File: src/rtl/if_id_skid_if.sv
// Fetch-to-decode handshake bundle for the IF/ID skid buffer.
// The slave modport is the buffer's view; master is the view of whoever drives fetch and decode.
interface if_id_skid_if #(
  parameter int INSTR_W = 24,
  parameter int PC_W    = 24
);
  logic               in_valid;
  logic [INSTR_W-1:0] in_instr;
  logic [PC_W-1:0]    in_pc;
  logic               in_ready;
  logic               out_valid;
  logic [INSTR_W-1:0] out_instr;
  logic [PC_W-1:0]    out_pc;
  logic               out_ready;
  logic               flush;
  logic [1:0]         count;

  modport slave (
    input  in_valid, in_instr, in_pc, out_ready, flush,
    output in_ready, out_valid, out_instr, out_pc, count
  );

  modport master (
    output in_valid, in_instr, in_pc, out_ready, flush,
    input  in_ready, out_valid, out_instr, out_pc, count
  );
endinterface

File: src/rtl/if_id_skid.sv
// Two-entry IF/ID skid buffer: main drives decode, skid absorbs one extra fetch
// while decode stalls, so in_ready depends only on registered state.
module if_id_skid #(
  parameter int INSTR_W = 24,
  parameter int PC_W    = 24
) (
  input logic          clk,
  input logic          reset,
  if_id_skid_if.slave  bus
);

  typedef enum logic [1:0] {
    S_EMPTY = 2'd0,
    S_ONE   = 2'd1,
    S_FULL  = 2'd2
  } state_t;

  state_t             r_state;
  state_t             w_state_next;
  logic               r_main_valid;
  logic               r_skid_valid;
  logic [INSTR_W-1:0] r_main_instr;
  logic [PC_W-1:0]    r_main_pc;
  logic [INSTR_W-1:0] r_skid_instr;
  logic [PC_W-1:0]    r_skid_pc;

  logic w_in_xfer;
  logic w_out_xfer;
  logic w_load_main_in;
  logic w_load_main_skid;
  logic w_load_skid_in;

  assign bus.in_ready  = ~r_skid_valid;
  assign bus.out_valid = r_main_valid;
  assign bus.out_instr = r_main_instr;
  assign bus.out_pc    = r_main_pc;
  assign bus.count     = r_state;

  assign w_in_xfer  = bus.in_valid & bus.in_ready;
  assign w_out_xfer = r_main_valid & bus.out_ready;

  always_comb begin
    w_state_next     = r_state;
    w_load_main_in   = 1'b0;
    w_load_main_skid = 1'b0;
    w_load_skid_in   = 1'b0;
    case (r_state)
      S_EMPTY: begin
        if (w_in_xfer) begin
          w_load_main_in = 1'b1;
          w_state_next   = S_ONE;
        end
      end
      S_ONE: begin
        if (w_in_xfer && w_out_xfer) begin
          w_load_main_in = 1'b1;
        end else if (w_in_xfer) begin
          w_load_skid_in = 1'b1;
          w_state_next   = S_FULL;
        end else if (w_out_xfer) begin
          w_state_next = S_EMPTY;
        end
      end
      S_FULL: begin
        if (w_out_xfer) begin
          w_load_main_skid = 1'b1;
          w_state_next     = S_ONE;
        end
      end
      default: w_state_next = S_EMPTY;
    endcase
    // A redirect wins over everything; any output transfer this cycle is still consumed.
    if (bus.flush) begin
      w_state_next     = S_EMPTY;
      w_load_main_in   = 1'b0;
      w_load_main_skid = 1'b0;
      w_load_skid_in   = 1'b0;
    end
  end

  always_ff @(posedge clk or negedge reset) begin
    if (!reset) begin
      r_state      <= S_EMPTY;
      r_main_valid <= 1'b0;
      r_skid_valid <= 1'b0;
    end else begin
      r_state      <= w_state_next;
      r_main_valid <= (w_state_next != S_EMPTY);
      r_skid_valid <= (w_state_next == S_FULL);
    end
  end

  // Payload carries no reset; the valid bits alone qualify it.
  always_ff @(posedge clk) begin
    if (w_load_main_in) begin
      r_main_instr <= bus.in_instr;
      r_main_pc    <= bus.in_pc;
    end else if (w_load_main_skid) begin
      r_main_instr <= r_skid_instr;
      r_main_pc    <= r_skid_pc;
    end
    if (w_load_skid_in) begin
      r_skid_instr <= bus.in_instr;
      r_skid_pc    <= bus.in_pc;
    end
  end

endmodule

File: src/flat_wrapper.sv
// flat-port wrapper written by rule: the top's interface ports become plain ports
module if_id_skid_flat 
#(
  parameter int INSTR_W = 24,
  parameter int PC_W    = 24
)
  (clk, reset, bus_in_valid, bus_in_instr, bus_in_pc, bus_out_ready, bus_flush, bus_in_ready, bus_out_valid, bus_out_instr, bus_out_pc, bus_count);
  if_id_skid_if #(.INSTR_W(INSTR_W), .PC_W(PC_W)) bus_i ();
  input logic clk;
  input logic reset;
  input wire logic [$bits(bus_i.in_valid)-1:0] bus_in_valid;
  input wire logic [$bits(bus_i.in_instr)-1:0] bus_in_instr;
  input wire logic [$bits(bus_i.in_pc)-1:0] bus_in_pc;
  input wire logic [$bits(bus_i.out_ready)-1:0] bus_out_ready;
  input wire logic [$bits(bus_i.flush)-1:0] bus_flush;
  output wire logic [$bits(bus_i.in_ready)-1:0] bus_in_ready;
  output wire logic [$bits(bus_i.out_valid)-1:0] bus_out_valid;
  output wire logic [$bits(bus_i.out_instr)-1:0] bus_out_instr;
  output wire logic [$bits(bus_i.out_pc)-1:0] bus_out_pc;
  output wire logic [$bits(bus_i.count)-1:0] bus_count;
  assign bus_i.in_valid = bus_in_valid;
  assign bus_i.in_instr = bus_in_instr;
  assign bus_i.in_pc = bus_in_pc;
  assign bus_i.out_ready = bus_out_ready;
  assign bus_i.flush = bus_flush;
  assign bus_in_ready = bus_i.in_ready;
  assign bus_out_valid = bus_i.out_valid;
  assign bus_out_instr = bus_i.out_instr;
  assign bus_out_pc = bus_i.out_pc;
  assign bus_count = bus_i.count;
  if_id_skid #(.INSTR_W(INSTR_W), .PC_W(PC_W)) u_core (.clk(clk), .reset(reset), .bus(bus_i));
endmodule
File: config.mk
export PLATFORM = sky130hd
export DESIGN_NAME = if_id_skid_flat
export DESIGN_NICKNAME = d
export VERILOG_FILES = /design/src/rtl/if_id_skid_if.sv /design/src/rtl/if_id_skid.sv /design/src/flat_wrapper.sv
export SDC_FILE = /design/constraint.sdc
export NUM_CORES = 1
export LEC_CHECK = 0
export CAP_MARGIN = 0
export CORE_ASPECT_RATIO = 1.5
export CORE_MARGIN = 2
export CORE_UTILIZATION = 49
export CTS_BUF_LIST = sky130_fd_sc_hd__clkbuf_8
export DETAILED_ROUTE_END_ITERATION = 10
export PLACE_DENSITY = 0.81
export SLEW_MARGIN = 30
export SYNTH_ARGS = -nofsm -noshare
export SYNTH_HDL_FRONTEND = slang
export SYNTH_SLANG_ARGS = --single-unit
File: constraint.sdc
create_clock -name clk -period 5.5 [get_ports clk]
set_input_delay 1.1 -clock clk [delete_from_list [all_inputs] [get_ports clk]]
set_output_delay 1.1 -clock clk [all_outputs]
set_load 0.005 [all_outputs]
==> summary.md, run 1 <==
The run finished with clean final reports. Global routing used 17.2% of the available tracks. Counting every net in the synthesized netlist gives 225.

The min-delay analysis places its worst path in the category reg -> reg. Of the cells placed in the final design, the portion with a size suffix greater than 1 is 23.2%. The tools report the detailed-route via count as 1,947. Wire length after detailed routing: 6720 um. Data on the critical path is required at its endpoint by 5610 ps. The final setup violation count was 0; the height of the die was 112 um. The top cell family by delay on the critical path is buffers and inverters.

In this run the cell area of the synthesized design comes to 0.00378 sq mm. CTS built an H-tree with a depth of 3. The run gives 67.5% as the post-layout utilization of the core. The critical path depth is 5, and the placeable core area is 0.00756 sq mm.

The number of global-route vias before repair was 1,941; the relative max-transition margin was 41.0%. The tools report the cell count after synthesis as 172. Derived from the worst setup path, the maximum achievable clock frequency is 295 MHz.

The number of cells on the worst reg-to-reg path is 4. The library cell used most frequently in the layout, excluding fill and tap cells, is sky130_fd_sc_hd__clkdlybuf4s50_1. The row count is 39. The time the worst path needs with I/O delays and setup was 3390 ps. TritonCTS built the clock tree. The detailed router finished its first iteration with 163 violations.

For the global-route wire length before repair, the log shows 10,300 um. Setup repair after global routing left no endpoint under its margin. For this run, the register share of the synthesized area comes to 78.9%.

The run gives 0 as the max-cap check violation count. The tools report the post-CTS resize count as 0. Number of ports placed on the die boundary: 105. Entering global routing, the biggest net connects 49 pins. The count of buffering cells on the critical path with inverters included was 2; the number of placed cells counting well taps was 375. For the number of setup buffers added after CTS, the log shows 0. Using the TritonRoute via totals, the vias-per-cell ratio works out to 4.98. At the end of routability-driven placement, the weighted congestion stood at 0.763.

Post-layout instance count excluding filler cells: 391. The area added between synthesis and finish came out at 34.9%. The number of flops mapped to enable cells by yosys is 96.

The repair_antennas step left the layout with diodes totalling 0. Leaving out fill and tap cells, the most frequent cells in the layout are sky130_fd_sc_hd__clkdlybuf4s50_1 (104), sky130_fd_sc_hd__edfxtp_1 (96), sky130_fd_sc_hd__mux2_2 (28), sky130_fd_sc_hd__mux2_4 (20), sky130_fd_sc_hd__clkbuf_8 (10). Number of register bits inferred by synthesis: 100.

The number of iterations in the first detailed-routing pass was 4; the number of buffers inserted by hold repair at cts was 0. The total power density per cell area came out at 293 mW/mm^2. Detailed placement ended at an HPWL of 4690 um. The most used flip-flop cell after synthesis was sky130_fd_sc_hd__edfxtp_1. After synthesis, the share of flip-flops with an asynchronous set or reset is 4.00%. The count of antenna-violating nets left after detailed routing is 0, and the largest buffer count on any clock path is 2. STA classifies the critical path startpoint as an input pin. For this run, design rule violations remaining after detail routing come to 0. Each instance of the synthesized netlist takes up on average 22.0 sq um. After clock tree synthesis, the clock-pin slew on the worst setup and hold paths is 80 ps. The critical path is of the in -> reg type. Endpoint of the worst-slack reg-to-reg timing path: u_core.bus.out_instr[4]$_DFFE_PP_.

The library cell used as clock root buffer was sky130_fd_sc_hd__clkbuf_8. Across the VDD grid, the largest voltage drop is 180 uV. The die area was 0.00845 sq mm.

The floorplan die width is 75.7 um, and the actual transition at the worst max-transition pin is 885 ps. The number of buffers created by CTS was 9; the delay of the slowest cell on the worst path was 780 ps. The total count of hold-check failures in the final report was 0; the portion of the clock cycle consumed by the worst path in the final layout was 61.6%. The run gives 2850 ps as the worst reg-to-reg setup slack. Number of buffers added on ports: 104. The number of antenna violations at the first check in global routing was 0; the setup skew after layout was 7.95 ps. After synthesis, the netlist uses 23 different library cells. The analysis attributes to cell leakage a power of 1.80 nW. The TritonCTS sink count was 100.

At the later pin of the worst-skew pair, clock insertion delay measures 360 ps. At the end of the flow, the number of nets in the layout was 337. The final count of pins violating max slew was 0. The data arrival time of the critical path was 3500 ps; the final hold slack was 552 ps.

After detailed routing, the average wire length per cell comes to 17.2 um. During synthesis, Yosys emitted a total of 0 warnings. The most critical setup path has its endpoint at u_core.bus.out_instr[4]$_DFFE_PP_. Global-route congestion overflow total: 0. Setup TNS: 0 ps. The signal on the critical path passes through clkdlybuf4s50_1 -> a21boi_1 -> nand2b_2 -> buf_4 -> mux2_2. The critical path startpoint is bus_out_ready. The worst register-to-register path begins at u_core.bus.count[0]$_DFF_PN0_. The number of cells on the worst hold path works out to 1.

Of all nets on the critical path, the largest fanout is 32. For the initial cell density of the core, the log shows 50.0%. The largest individual stage delay along the critical path comes from the cell sky130_fd_sc_hd__nand2b_2. The worst setup path is captured at a register.
power by group:
part / internal (mW) / total [mW] / switching [mW]
combinational: 0.121 / 0.195 / 0.0742
sequential: 0.887 / 0.903 / 0.0162
clock: 0.169 / 0.396 / 0.226
worst min-delay path by stage:
stage / from / to / slack (ps)
floorplan: u_core.r_skid_instr[0]$_DFFE_PP_ / u_core.bus.out_instr[0]$_DFFE_PP_ / 520
global placement: u_core.r_skid_instr[0]$_DFFE_PP_ / u_core.bus.out_instr[0]$_DFFE_PP_ / 530
detailed placement: u_core.r_skid_instr[22]$_DFFE_PP_ / u_core.bus.out_instr[22]$_DFFE_PP_ / 530
CTS: u_core.r_skid_pc[4]$_DFFE_PP_ / u_core.bus.out_pc[4]$_DFFE_PP_ / 550
global route: u_core.r_skid_instr[22]$_DFFE_PP_ / u_core.bus.out_instr[22]$_DFFE_PP_ / 560
finish: u_core.r_skid_pc[4]$_DFFE_PP_ / u_core.bus.out_pc[4]$_DFFE_PP_ / 550
flip-flops by register name, indices dropped and copies added, names as in the netlist:
signal	flops
u_core.r_skid_instr	24
u_core.r_skid_valid	1
u_core.bus.out_instr	24
u_core.bus.count	2
u_core.bus.out_pc	24
u_core.r_skid_pc	24
u_core.bus.out_valid	1
layer usage:
layer	track usage [%]	wire, um	vias up
met1	20.3	2510	961
met4	7.72	170	0
met3	6.06	325	11
li1	-	-	914
met5	0	0	-
met2	27.6	3720	61
synth_stat cells (all sizes together), types with 3 or more instances:
cell type,count,area [sq um]
buf,5,43.8
a21oi,3,15.0
mux2,48,616
edfxtp,96,2880
dfrtp,4,100
metrics by stage:
stage	total power [mW]	worst slack [ps]	cell area, sq um
floorplan	1.00	1330	3790
global placement	1.11	1850	4940
detailed placement	1.12	1730	4940
CTS	1.51	2130	5100
global route	1.56	2000	5100
finish	1.49	2110	5100
logic make-up (layout without fill, tap and decap cells):
family,Yosys count,after routing,share of synthesized area (%)
muxes,48,48,16.3
and+or+nand+nor,9,9,1.92
buffers and inverters,6,123,1.26
DFF,100,100,78.9
AOI/OAI and AO/OA,9,9,1.65
cell type report:
class | count | area (sq um)
clock buffers | 10 | 138
clock inverters | 6 | 25.0
fillers | 541 | 2460
inverters | 1 | 3.75
multi-input cells | 66 | 769
flip-flops and latches | 100 | 2980
well taps | 102 | 128
repair buffers | 106 | 1060
Note: power is estimated with default switching activity, not from simulation.
==> inputs of run 2 (changes only) <==
--- a/config.mk
+++ b/config.mk
@@ -8,10 +8,10 @@
 export CAP_MARGIN = 0
 export CORE_ASPECT_RATIO = 1.5
 export CORE_MARGIN = 2
-export CORE_UTILIZATION = 49
+export CORE_UTILIZATION = 45
 export CTS_BUF_LIST = sky130_fd_sc_hd__clkbuf_8
 export DETAILED_ROUTE_END_ITERATION = 10
-export PLACE_DENSITY = 0.81
+export PLACE_DENSITY = 0.79
 export SLEW_MARGIN = 30
 export SYNTH_ARGS = -nofsm -noshare
 export SYNTH_HDL_FRONTEND = slang
==> constraint.sdc (replaced) <==
create_clock -name clk -period 2.8 [get_ports clk]
set_input_delay 0.56 -clock clk [delete_from_list [all_inputs] [get_ports clk]]
set_output_delay 0.56 -clock clk [all_outputs]
set_load 0.005 [all_outputs]
==> summary.md, run 2 (same netlist as run 1, synthesis figures left out) <==
The delay of the slowest cell on the worst path was 500 ps (-280 ps). The die area was 0.00917 sq mm (+8.5%). The average wire length per cell after detail routing came out at 16.9 um (-1.7%).

The data required time at the worst endpoint was 2850 ps (-2760 ps); the fraction of final layout cells sized beyond drive strength 1 was 24.7% (+1.6 points). The achievable frequency came out at 451 MHz. The maximum vdd drop came out at 394 uV (+120%). The area added between synthesis and finish is 37.3%, and the number of buffers added on ports is 104 (unchanged). The time the worst path needs with I/O delays and setup is 2220 ps, and the number of buffers created by CTS is 9 (unchanged). Power share of the clock group: 28.1% (+1.6 points). The worst register-to-register path begins at u_core.bus.count[1]$_DFF_PN0_.

The data arrival time of the critical path was 2270 ps (-1230 ps); the average vias per placed instance was 4.91 (-1.3%). Leaving out fill and tap cells, the most frequent cells in the layout are sky130_fd_sc_hd__clkdlybuf4s50_1 (104), sky130_fd_sc_hd__edfxtp_1 (96), sky130_fd_sc_hd__mux2_2 (28), sky130_fd_sc_hd__mux2_4 (20), sky130_fd_sc_hd__clkbuf_8 (9). The count of antenna-violating nets left after detailed routing is 0 (unchanged).

The setup TNS is 0 ps (unchanged), and the count of cells along the worst register-to-register path is 4 (unchanged). The net count reported at finish is 339 (+0.59%). The number of iterations in the first detailed-routing pass was 4 (unchanged); the clock-pin slew of the registers on the worst-case setup and hold paths was 90 ps (about the same). For the setup skew after layout, the log shows 5.76 ps (-2.19 ps).

The endpoint type of the worst setup path is a register. The tools report the library cell used as clock root buffer as sky130_fd_sc_hd__clkbuf_8. Traced cell by cell, the critical path runs through clkdlybuf4s50_1 -> or3b_2 -> a211o_1 -> o31ai_4 -> buf_12.

The worst reg-to-reg setup slack was 760 ps (-2090 ps); the floorplan die width was 78.8 um (+4.1%). TritonCTS built the clock tree. The logs give 0 (unchanged) for the post-CTS resize count and 3 (unchanged) for the number of H-tree levels. The placeable core area is 0.00831 sq mm (+9.9%), and the sum of net half-perimeters after detailed placement is 4640 um (-1.1%). The total power density per cell area was 581 mW/mm^2 (+99%).

Setup repair after global routing left no endpoint under its margin. The logic gate share of total power was 13.3% (+0.2 points). The global-route congestion overflow total was 0 (unchanged); the post-layout instance count excluding filler cells was 398 (+1.8%). The height of the die is 116 um (+4.2%), and the number of buffers inserted by hold repair at cts is 0 (unchanged). For the largest net degree at the start of global routing, the log shows 49 (unchanged). The slowest cell on the critical path is sky130_fd_sc_hd__clkdlybuf4s50_1.

The clock network latency to the later pin of the worst-skew pair is 340 ps (-20 ps), and the switching power summed over all nets is 0.623 mW (+97%). The detailed-route wire length on metal 1 came out at 2420 um (-3.3%). The run gives 10,400 um (+1.7%) as the global-route wire length before repair. The static leakage power was 1.83 nW (+1.6%); the max-cap check violation count was 0 (unchanged). The initial DRC count is 107 (-34%), and the total internal power is 2.40 mW (+100%). The fraction of power spent switching nets was 20.6% (-0.56 points); the overall routing resource usage was 15.5% (-1.6 points). Initial cell density of the core: 45.5% (-4.5 points). Detailed-route via count: 1,956 (+0.46%). The number of global-route vias before repair is 2,076 (+7.0%).

The tools report the TritonCTS sink count as 100 (unchanged). The worst setup path is of the in -> reg kind. The total count of hold-check failures in the final report was 0 (unchanged); the portion of the clock cycle consumed by the worst path in the final layout was 79.2%. The relative max-transition margin was 77.3% (+36 points). Number of diodes added for antenna fixing: 0 (unchanged).

STA classifies the critical path startpoint as an input pin. Classification of the worst-slack hold path: in -> async. Number of antenna violations at the first check in global routing: 0 (unchanged). The actual transition at the worst max-transition pin was 332 ps (-553 ps). The sequential group share of total power was 58.7% (-1.7 points). The routed length on met3 was 304 um (-6.5%). The tools report the post-route total power as 3.02 mW (+100%). The largest buffer count on any clock path is 2 (unchanged), and the final count of pins violating max slew is 0 (unchanged).

For the final setup violation count, the log shows 0 (unchanged). The highest routing layer actually used is met4. The run finished with clean final reports. The tools report the number of placed cells counting well taps as 382 (+1.9%). The endpoint of the worst-slack reg-to-reg timing path is u_core.bus.out_pc[6]$_DFFE_PP_. The number of setup buffers added after CTS was 0 (unchanged). The final routed DRC violation total is 0 (unchanged). The met2 layer wire length in the routed design is 3620 um (-2.7%), and the row count is 41 (+5.1%). The final hold slack was 404 ps (-148 ps); the highest fanout seen on the critical path was 28 (-13%).

For the number of ports placed on the die boundary, the log shows 105 (unchanged). For the routability congestion estimate from global placement, the log shows 0.757 (-0.83%). The wire length after detailed routing came out at 6720 um (about the same). The most common cell after layout, fill and taps aside was sky130_fd_sc_hd__clkdlybuf4s50_1.
## run 2: cell count changes in the layout (fill, tap and decap cells not counted)
cell	before	now
sky130_fd_sc_hd__and2_2	0	1
sky130_fd_sc_hd__and2_4	1	0
sky130_fd_sc_hd__buf_12	0	4
sky130_fd_sc_hd__buf_4	2	0
sky130_fd_sc_hd__bufinv_16	0	1
sky130_fd_sc_hd__clkbuf_8	10	9
sky130_fd_sc_hd__clkinv_2	2	5
sky130_fd_sc_hd__inv_1	5	2
## run 2: layout make-up
cell class | instances | area, sq um
clock buffers | 9 | 124
clock inverters | 7 | 58.8
fillers | 627 | 3120
inverters | 1 | 3.75
multi-input cells | 66 | 768
flip-flops and latches | 100 | 2980
well taps | 107 | 134
repair buffers | 108 | 1120
## run 2: critical path, delay by kind of cell
family	cells	cell delay, ps
buffers and inverters	2	730
AND/OR/NAND/NOR	1	500
AO/OA/AOI/OAI	2	450
## run 2: per-stage QoR
step	util, %	setup slack (ps)	instance area, sq um
6_report	62.5	582	5190
5_1_grt	62.5	537	5190
4_1_cts	62.5	601	5190
3_5_place_dp	60.3	213	5010
3_3_place_gp	60.3	258	5010
2_1_floorplan	-	70.1	3790
## run 2: how the worst max path moves through the flow
stage	to	depth (start not counted)	from	slack, ps
global route	u_core.bus.out_pc[4]$_DFFE_PP_	5	bus_in_valid	540
floorplan	u_core.bus.out_instr[0]$_DFFE_PP_	2	bus_in_valid	70
global placement	u_core.bus.out_pc[4]$_DFFE_PP_	5	bus_in_valid	260
finish	u_core.bus.out_pc[6]$_DFFE_PP_	5	bus_in_valid	580
detailed placement	u_core.bus.out_pc[6]$_DFFE_PP_	5	bus_in_valid	210
CTS	u_core.bus.out_pc[6]$_DFFE_PP_	5	bus_in_valid	600
## run 2: per-layer routing
metal  up-vias  track usage (%)
li1        909                -
met1       959             17.1
met2        66             26.3
met3        22             2.55
met4         0             12.9
met5         -                0
## run 2: power groups by stage
stage | clock network, mW | registers, mW | logic, mW
floorplan | 0 | 1.81 | 0.158
global placement | 0 | 1.80 | 0.397
detailed placement | 0 | 1.81 | 0.406
CTS | 0.879 | 1.77 | 0.407
global route | 0.935 | 1.78 | 0.430
finish | 0.848 | 1.77 | 0.401
==> inputs of run 3 (changes only) <==
--- a/config.mk
+++ b/config.mk
@@ -8,10 +8,10 @@
 export CAP_MARGIN = 0
 export CORE_ASPECT_RATIO = 1.5
 export CORE_MARGIN = 2
-export CORE_UTILIZATION = 45
+export CORE_UTILIZATION = 49
 export CTS_BUF_LIST = sky130_fd_sc_hd__clkbuf_8
 export DETAILED_ROUTE_END_ITERATION = 10
-export PLACE_DENSITY = 0.79
+export PLACE_DENSITY = 0.81
 export SLEW_MARGIN = 30
 export SYNTH_ARGS = -nofsm -noshare
 export SYNTH_HDL_FRONTEND = slang
==> constraint.sdc (replaced) <==
create_clock -name clk -period 2.3 [get_ports clk]
set_input_delay 0.46 -clock clk [delete_from_list [all_inputs] [get_ports clk]]
set_output_delay 0.46 -clock clk [all_outputs]
set_load 0.005 [all_outputs]
==> summary.md, run 3 (same netlist as run 1, synthesis figures left out) <==
The number of diodes added for antenna fixing is 0 (unchanged), and the number of iterations in the first detailed-routing pass is 4 (unchanged). The routability congestion estimate from global placement is 0.779 (+2.9%). The number of buffers added on ports is 104 (unchanged), and the relative max-transition margin is 74.6% (-2.7 points). Overall routing resource usage: 16.8% (+1.3 points). The most common cell after layout, fill and taps aside is sky130_fd_sc_hd__clkdlybuf4s50_1. For the setup skew after layout, the log shows 7.17 ps (+1.42 ps).

For the initial cell density of the core, the log shows 50.0% (+4.5 points). The static leakage power was 1.86 nW (+1.6%); the wire length after detailed routing was 6530 um (-2.8%). Startpoint of the worst register-to-register path: u_core.bus.count[1]$_DFF_PN0_.

The row count was 39 (-4.9%); the max-cap check violation count was 0 (unchanged). For the filler cell count in the final layout, the log shows 520 (-17%). The average vias per placed instance came out at 4.86 (-1.2%).

Setup repair after global routing left no endpoint under its margin. The logs give 2360 ps (-490 ps) for the data required time at the worst endpoint and 2,078 (+0.096%) for the number of global-route vias before repair. The run gives 292 ps (-112 ps) as the final hold slack. Fraction of final layout cells sized beyond drive strength 1: 25.9% (+1.2 points). The tools report the sum of net half-perimeters after detailed placement as 4690 um (+1.2%).

TritonCTS built the clock tree. In this run the critical register-to-register path is captured at u_core.bus.out_pc[3]$_DFFE_PP_. The clock-pin slew of the registers on the worst-case setup and hold paths was 80 ps (about the same). The path class of the tightest hold or removal check is in -> async. The final setup violation count is 0 (unchanged). The highest fanout seen on the critical path came out at 25 (-11%).

The placeable core area was 0.00756 sq mm (-9.0%); the data arrival time of the critical path was 2020 ps (-250 ps). For the number of H-tree levels, the log shows 3 (unchanged). The post-route total power was 3.69 mW (+22%).

The number of ports placed on the die boundary was 105 (unchanged). The floorplan die width is 75.7 um (-4.0%), and the area used by multi-input combinational logic is 771 sq um (+0.33%). The largest net degree at the start of global routing came out at 26 (-47%).

The count of cells along the worst register-to-register path came out at 4 (unchanged). The final routed DRC violation total was 0 (unchanged). The logs give 360 ps (+20 ps) for the clock network latency to the later pin of the worst-skew pair and 2 (unchanged) for the largest buffer count on any clock path. The worst setup path is of the in -> reg kind.

Library cell used as clock root buffer: sky130_fd_sc_hd__clkbuf_8. The final count of pins violating max slew is 0 (unchanged), and the number of placed cells counting well taps is 383 (+0.26%). The time the worst path needs with I/O delays and setup was 1960 ps. Worst reg-to-reg setup slack: 430 ps (-330 ps). The final critical path takes up 85.0% of the cycle. The average wire length per cell after detail routing was 16.4 um (-3.0%); the die area was 0.00845 sq mm (-7.8%).

The logs give 0 ps (unchanged) for the setup TNS and 0 (unchanged) for the number of buffers inserted by hold repair at cts. Global-route wire length before repair: 10,200 um (-2.6%). The height of the die is 112 um (-4.0%).

The run gives -23.5 ps (-236 ps) as the setup slack after placement. The number of antenna violations at the first check in global routing is 0 (unchanged), and the TritonCTS sink count is 100 (unchanged). The count of antenna-violating nets left after detailed routing came out at 0 (unchanged).

The area added between synthesis and finish was 39.1%. The actual transition at the worst max-transition pin is 371 ps (+39.6 ps). The tools report the number of setup buffers added after CTS as 0 (unchanged).

The number of buffers created by CTS is 9 (unchanged), and the total cell area at the placement stage is 0.00508 sq mm (+1.3%). The post-layout utilization of the core was 69.5% (+7.1 points). The post-layout instance area is 0.00526 sq mm (+1.3%). Post-layout instance count excluding filler cells: 399 (+0.25%). The worst setup path is launched from an input pin. The total power density per cell area came out at 702 mW/mm^2 (+21%). For the post-CTS resize count, the log shows 0 (unchanged). The global-route congestion overflow total was 0 (unchanged); the sequential cell area in the final layout was 0.00298 sq mm (about the same). The run gives 487 uV (+24%) as the maximum vdd drop. For the total count of hold-check failures in the final report, the log shows 0 (unchanged). The detailed-route via count was 1,938 (-0.92%). The final worst-path setup slack is 344 ps (-238 ps).

The initial DRC count came out at 66 (-38%). The run finished with clean final reports. The net count reported at finish was 345 (+1.8%). STA classifies the critical path endpoint as a register.

The top cell types in the final layout, fill and taps aside, are sky130_fd_sc_hd__clkdlybuf4s50_1 (104), sky130_fd_sc_hd__edfxtp_1 (96), sky130_fd_sc_hd__mux2_2 (28), sky130_fd_sc_hd__mux2_4 (20), sky130_fd_sc_hd__clkbuf_8 (9). Static timing analysis puts the maximum clock frequency at 511 MHz.
## run 3: worst max path at each step
| stage | to | start |
|---|---|---|
| finish | u_core.bus.out_pc[3]$_DFFE_PP_ | bus_in_valid |
| CTS | u_core.bus.out_pc[5]$_DFFE_PP_ | bus_in_valid |
| global placement | u_core.bus.out_pc[5]$_DFFE_PP_ | bus_in_valid |
| global route | u_core.bus.out_pc[11]$_DFFE_PP_ | bus_in_valid |
| floorplan | u_core.bus.out_instr[0]$_DFFE_PP_ | u_core.bus.count[1]$_DFF_PN0_ |
| detailed placement | u_core.bus.out_pc[5]$_DFFE_PP_ | bus_in_valid |
## run 3: routing by layer
| layer | part of all wire [%] | vias up | global-route usage, % |
|---|---|---|---|
| met2 | 54 | 66 | 27.2 |
| met4 | 3.8 | 0 | 10.5 |
| met1 | 37 | 931 | 19.2 |
| li1 | - | 926 | - |
| met5 | 0 | - | 0 |
| met3 | 4.9 | 15 | 4.62 |
## run 3: final cells by class
| cell class | count | area share (%) |
|---|---|---|
| Tap cell | 102 | 2.43 |
| Inverter | 1 | 0.0714 |
| Sequential cell | 100 | 56.7 |
| Timing Repair Buffer | 114 | 22.6 |
| Multi-Input combinational cell | 66 | 14.7 |
| Clock inverter | 7 | 1.12 |
| Clock buffer | 9 | 2.35 |
## run 3: power breakdown
| part | internal (mW) | switching [mW] | total, mW |
|---|---|---|---|
| clock | 0.488 | 0.548 | 1.04 |
| sequential | 2.12 | 0.0375 | 2.16 |
| combinational | 0.322 | 0.180 | 0.502 |
| total | 2.93 | 0.766 | 3.69 |
## run 3: critical path: stages
cell and delay [ps]:
sky130_fd_sc_hd__clkdlybuf4s50_1 470, sky130_fd_sc_hd__or3b_4 400, sky130_fd_sc_hd__a211o_1 340, sky130_fd_sc_hd__o31ai_4 100, sky130_fd_sc_hd__buf_12 230
